## config.mk

```make
export PLATFORM = sky130hd
export DESIGN_NAME = debounce
export DESIGN_NICKNAME = d
export VERILOG_FILES = /design/src/rtl/debounce.sv
export SDC_FILE = /design/constraint.sdc
export NUM_CORES = 1
export LEC_CHECK = 0
export CORE_AREA = 2 2 39 41
export DETAILED_ROUTE_END_ITERATION = 10
export DIE_AREA = 0 0 41 43
export GPL_ROUTABILITY_DRIVEN = 0
export PLACE_DENSITY = 0.49
export SYNTH_ARGS = -nofsm -noshare
export SYNTH_HDL_FRONTEND = slang
export SYNTH_SLANG_ARGS = --single-unit
```

## constraint.sdc

```tcl
create_clock -name clk -period 2.45 [get_ports clk]
set_clock_uncertainty 0.15 [all_clocks]
set_input_delay 0.49 -clock clk [delete_from_list [all_inputs] [get_ports clk]]
set_output_delay 0.49 -clock clk [all_outputs]
set_load 0.05 [all_outputs]
```

## src/rtl/debounce.sv

```systemverilog
// Single-bit debouncer: synchronizes an asynchronous input, then only lets the
// registered output move to a new level once the synchronized input has held
// that level for CYCLES consecutive clocks. Shorter glitches are discarded.
module debounce #(
  parameter int unsigned CYCLES      = 16,
  parameter int unsigned SYNC_STAGES = 2,
  parameter logic        RESET_VAL   = 1'b0
) (
  input  logic clk,
  input  logic rst_n,
  input  logic sig_in,
  output logic sig_out
);

  localparam int unsigned CntW = (CYCLES > 1) ? $clog2(CYCLES) : 1;
  localparam logic [CntW-1:0] CntMax = CntW'(CYCLES - 1);

  logic [SYNC_STAGES-1:0] r_sync;
  logic [CntW-1:0]        r_cnt;
  logic                   r_out;

  logic                   w_s;
  logic [CntW-1:0]        w_cnt_d;
  logic                   w_out_d;

  // Synchronizer chain: sig_in enters bit 0, the top bit is the only consumer-visible sample.
  always_ff @(posedge clk or negedge rst_n) begin
    if (!rst_n) begin
      r_sync <= {SYNC_STAGES{RESET_VAL}};
    end else begin
      r_sync <= {r_sync[SYNC_STAGES-2:0], sig_in};
    end
  end

  assign w_s = r_sync[SYNC_STAGES-1];

  // Next-state: a matching sample clears the run; a full run of differing samples flips the output.
  always_comb begin
    w_cnt_d = r_cnt;
    w_out_d = r_out;
    if (w_s == r_out) begin
      w_cnt_d = '0;
    end else if (r_cnt == CntMax) begin
      w_out_d = w_s;
      w_cnt_d = '0;
    end else begin
      w_cnt_d = r_cnt + 1'b1;
    end
  end

  // Counter and output registers.
  always_ff @(posedge clk or negedge rst_n) begin
    if (!rst_n) begin
      r_cnt <= '0;
      r_out <= RESET_VAL;
    end else begin
      r_cnt <= w_cnt_d;
      r_out <= w_out_d;
    end
  end

  assign sig_out = r_out;

endmodule

```

# == Word level (Yosys, flattened, before mapping) ==
# Cells that the tools add are included.
# op_classes
n_mux,2
eq_ne,2
n_bitwise,1
reduce_logical,1
add_sub_neg,1
# ops
op,n
4-bit two-way mux,2
4-bit by 1-bit adder with 4-bit output (second input constant),1
4-bit == test (second input constant),1
2-bit AND reduction,1
1-bit == test,1
1-bit NOT,1
# word_totals
out_inout_bits,1
elab_cells,10
ff_bits,7

# == Longest topological paths before layout ==
# logic_depth
ltp_word,3
ltp_mapped,3
mapped_depth_nobuf,3

# == Worst setup path before layout ==
# No wires, ideal clock.
# synth_timing
path_type,flip-flop to flip-flop
startpoint,register r_out (netlist: sig_out)
endpoint,register r_cnt[3]
path_stages_with_launch,3
synth_period_minus_slack_ns,1.277
t_arrival_ns,1.028
required_ns,2.201
slack_ns,1.173
path_cell_list,dfrtp_1 xnor2_1 a311oi_1
# synth_via
elab_chain_cells,2
# synth_rtl
item,line_no,rtl
start: declaration,20,logic r_out;
start signal: assignment,58,r_out <= w_out_d;
1-bit == test,41,if (w_s == r_out) begin
4-bit two-way mux,41,
via w_cnt_d[3],23,logic [CntW-1:0] w_cnt_d;
end signal: assignment,57,r_cnt <= w_cnt_d;
end: declaration,19,logic [CntW-1:0] r_cnt;
# The timed path passes the listed nets, and every way through them passes these cells.
# A chain may end at the register's enable or synchronous reset.

# == Worst setup path in the final report ==
# layout_timing
startpoint,register r_out (netlist: sig_out)
endpoint,output sig_out
# layout_rtl
item,line_no,rtl
end: declaration,12,output logic sig_out
# No word-level cell between the ends.

==> run metrics <==
Hold Slack 205 ps; period utilisation layout 84.4%; sequential power share 53.3%; Leak 0.155 nW; wire length of the first global-routing pass 828 um; Worst EP arrival 1430 ps; number of diodes 0; initial core utilization 19.5%; Routed Antenna Nets 0; Required @ worst endpoint 1810 ps; crit path cell chain clkdlybuf4s50_1; largest family of logic cells by synthesized area simple AND/OR/NAND/NOR gates; CP Depth 1; FP Rows 14; Setup Fix Bufs, Post-CTS 0; FILL cells 142; P&R area growth vs syn 28.2%; CTS Buf Count 3; Netlist cell types 11; Slew Viols, Final 0; VDD IR max 229 uV; Core Util, Final 25.0%; power after layout 238 uW; HPWL Detailed 369 um; crit path max-delay cell type clkdlybuf4s50_1; Crit path largest cell delay 820 ps; Worst Setup SP sig_out$_DFFE_PN0P_; XOR/XNOR Fraction of Synth Area 6.48%; CTS sink cnt 7; sequential share of the synthesized area 64.8%; CP Capture Type primary output; Slew @ Worst Pin 497 ps; Clk network pwr share 40.3%; Root Buffer clkbuf_4; crit path to sig_out; DRC viols 0; Die X 41 um; Reg2Reg Setup Slack 1050 ps; YS warnings 0; Sw Ratio 19.3%; Syn Nets 22; number of global-route vias before repair 202; status complete, no violations; FF+latch area 175 um^2; setup total negative slack 0 ps; number of synthesized register bits 7; largest net degree at the start of global routing 8; CP Class register to primary output; Post-Layout Cell Count 41; I/O Buffers 3; fraction of layout cells with a size suffix above 1 20.0%; final-report hold violation count 0; min-delay worst type register to register; grt total ovfl 0; Synth Area in Compound Gates 8.33%; PwrDens 686 nW/um^2; fmax 483 MHz; 1st-iter DRT viols 0; DR pass1 iterations 1; P_int 192 uW; CP delay by family, top buffers and inverters; DP Cell Count 37; FF-to-FF Start r_cnt[0]$_DFF_PN0_; final WL 415 um; post-synthesis simple-gate area fraction 10.2%; post-synthesis mux area share 5.56%; Resize count post-CTS 0; footprint of the multi-input gates 95.1 um^2; post-synthesis cell count 18; worst-skew pair later-pin latency 240 ps; max_cap viols 0; total number of vias 166; CTS tree done; switching pwr 46.0 uW; Bufs and invs on worst path 1; Clock Pin Slew Worst Setup and Hold Paths 40 ps; wire per inst 10.1 um; Comb pwr share 6.4%; reg-to-reg endpoint r_cnt[3]$_DFF_PN0_; Setup-failing EPs final 0; Relative slew margins 66.7%; # H-tree levels 1; CP Max Fanout 3; Vias/cell 4.05; CP startpoint kind register; RSZ-0062 raised after global routing no; Mean Syn Cell Area 15.0 um^2; die area 1760 um^2; initial antenna violation count 0; total track usage 7.64%; Adder-Cell Fraction of Synth Area 4.63%; R2R depth 3; fin crit period 2070 ps; Ports 4; die height 43 um; Longest Clk Path Bufs 2; total core area 1380 um^2; hold_buf cts 0; area of the mapped netlist 270 um^2; Post-layout nets 30
## per-layer routing
| layer | GRT usage [%] | share of wire (%) | wire, um | vias to the layer above |
|---|---|---|---|---|
| li1 | - | - | - | 78 |
| met1 | 6.40 | 29 | 121 | 84 |
| met3 | 3.14 | 2.4 | 10 | 0 |
| met2 | 12.8 | 68 | 283 | 4 |
| met5 | 0 | 0 | 0 | - |
| met4 | 6.00 | 0 | 0 | 0 |
## synthesized netlist by cell type
library cell / n / area share (%)
xnor2_1: 2 / 6.5
a31oi_1: 1 / 2.3
ha_1: 1 / 4.6
mux2_4: 1 / 5.6
nor2_1: 1 / 1.4
a21o_1: 1 / 2.8
nand3_2: 1 / 3.7
dfrtp_1: 7 / 65
a311oi_1: 1 / 3.2
nor2b_1: 1 / 2.3
nor3b_1: 1 / 2.8
## stage by stage
step	cell area (um^2)	setup slack, ps
after global routing	347	320
after global placement	320	631
after detailed placement	320	635
after CTS	347	365
final	347	381
after floorplan	270	1170
## how the worst min path moves through the flow
stage          depth (start not counted)                  end           startpoint
2_1_floorplan                          0   r_cnt[0]$_DFF_PN0_                rst_n
3_3_place_gp                           0  r_sync[1]$_DFF_PN0_  r_sync[0]$_DFF_PN0_
3_5_place_dp                           0  r_sync[1]$_DFF_PN0_  r_sync[0]$_DFF_PN0_
4_1_cts                                0  r_sync[1]$_DFF_PN0_  r_sync[0]$_DFF_PN0_
5_1_grt                                0  r_sync[1]$_DFF_PN0_  r_sync[0]$_DFF_PN0_
6_report                               0  r_sync[1]$_DFF_PN0_  r_sync[0]$_DFF_PN0_
## layout by cell type, fill, tap and decap left out
| cell | Yosys | layout |
|---|---|---|
| a21o_1 | 1 | 1 |
| ha_1 | 1 | 1 |
| nor3b_1 | 1 | 1 |
| nor2b_1 | 1 | 1 |
| clkbuf_4 | 0 | 3 |
| nand3_2 | 1 | 1 |
| clkbuf_1 | 0 | 1 |
| xnor2_1 | 2 | 2 |
| clkdlybuf4s50_1 | 0 | 3 |
| mux2_4 | 1 | 1 |
| nor2_1 | 1 | 1 |
| a31oi_1 | 1 | 1 |
| a311oi_1 | 1 | 1 |
| dfrtp_1 | 7 | 7 |
## registers in the layout, summed over array words and instances, names as in the netlist
| signal | count |
|---|---|
| sig_out | 1 |
| r_sync | 2 |
| r_cnt | 4 |
## logic make-up (layout without fill, tap and decap cells)
logic type      Yosys count  count (layout)
flops                     7               7
simple gates              4               4
buf+inv                   0               7
mux                       1               1
compound gates            3               3
xor+xnor                  2               2
fa+ha+maj                 1               1
## cell type report
class,count,share of cell area [%]
multi-input cells,11,27.4
flip-flops and latches,7,50.5
well taps,16,5.78
clock buffers,4,7.58
repair buffers,3,8.66
## power by group through the flow
stage / Sequential [mW] / Clock [mW] / Combinational (mW)
6_report: 0.127 / 0.0958 / 0.0152
5_1_grt: 0.127 / 0.110 / 0.0175
4_1_cts: 0.127 / 0.100 / 0.0158
3_5_place_dp: 0.128 / 0 / 0.0157
3_3_place_gp: 0.128 / 0 / 0.0143
2_1_floorplan: 0.127 / 0 / 0.00847
Note: power is estimated with default switching activity, not from simulation.
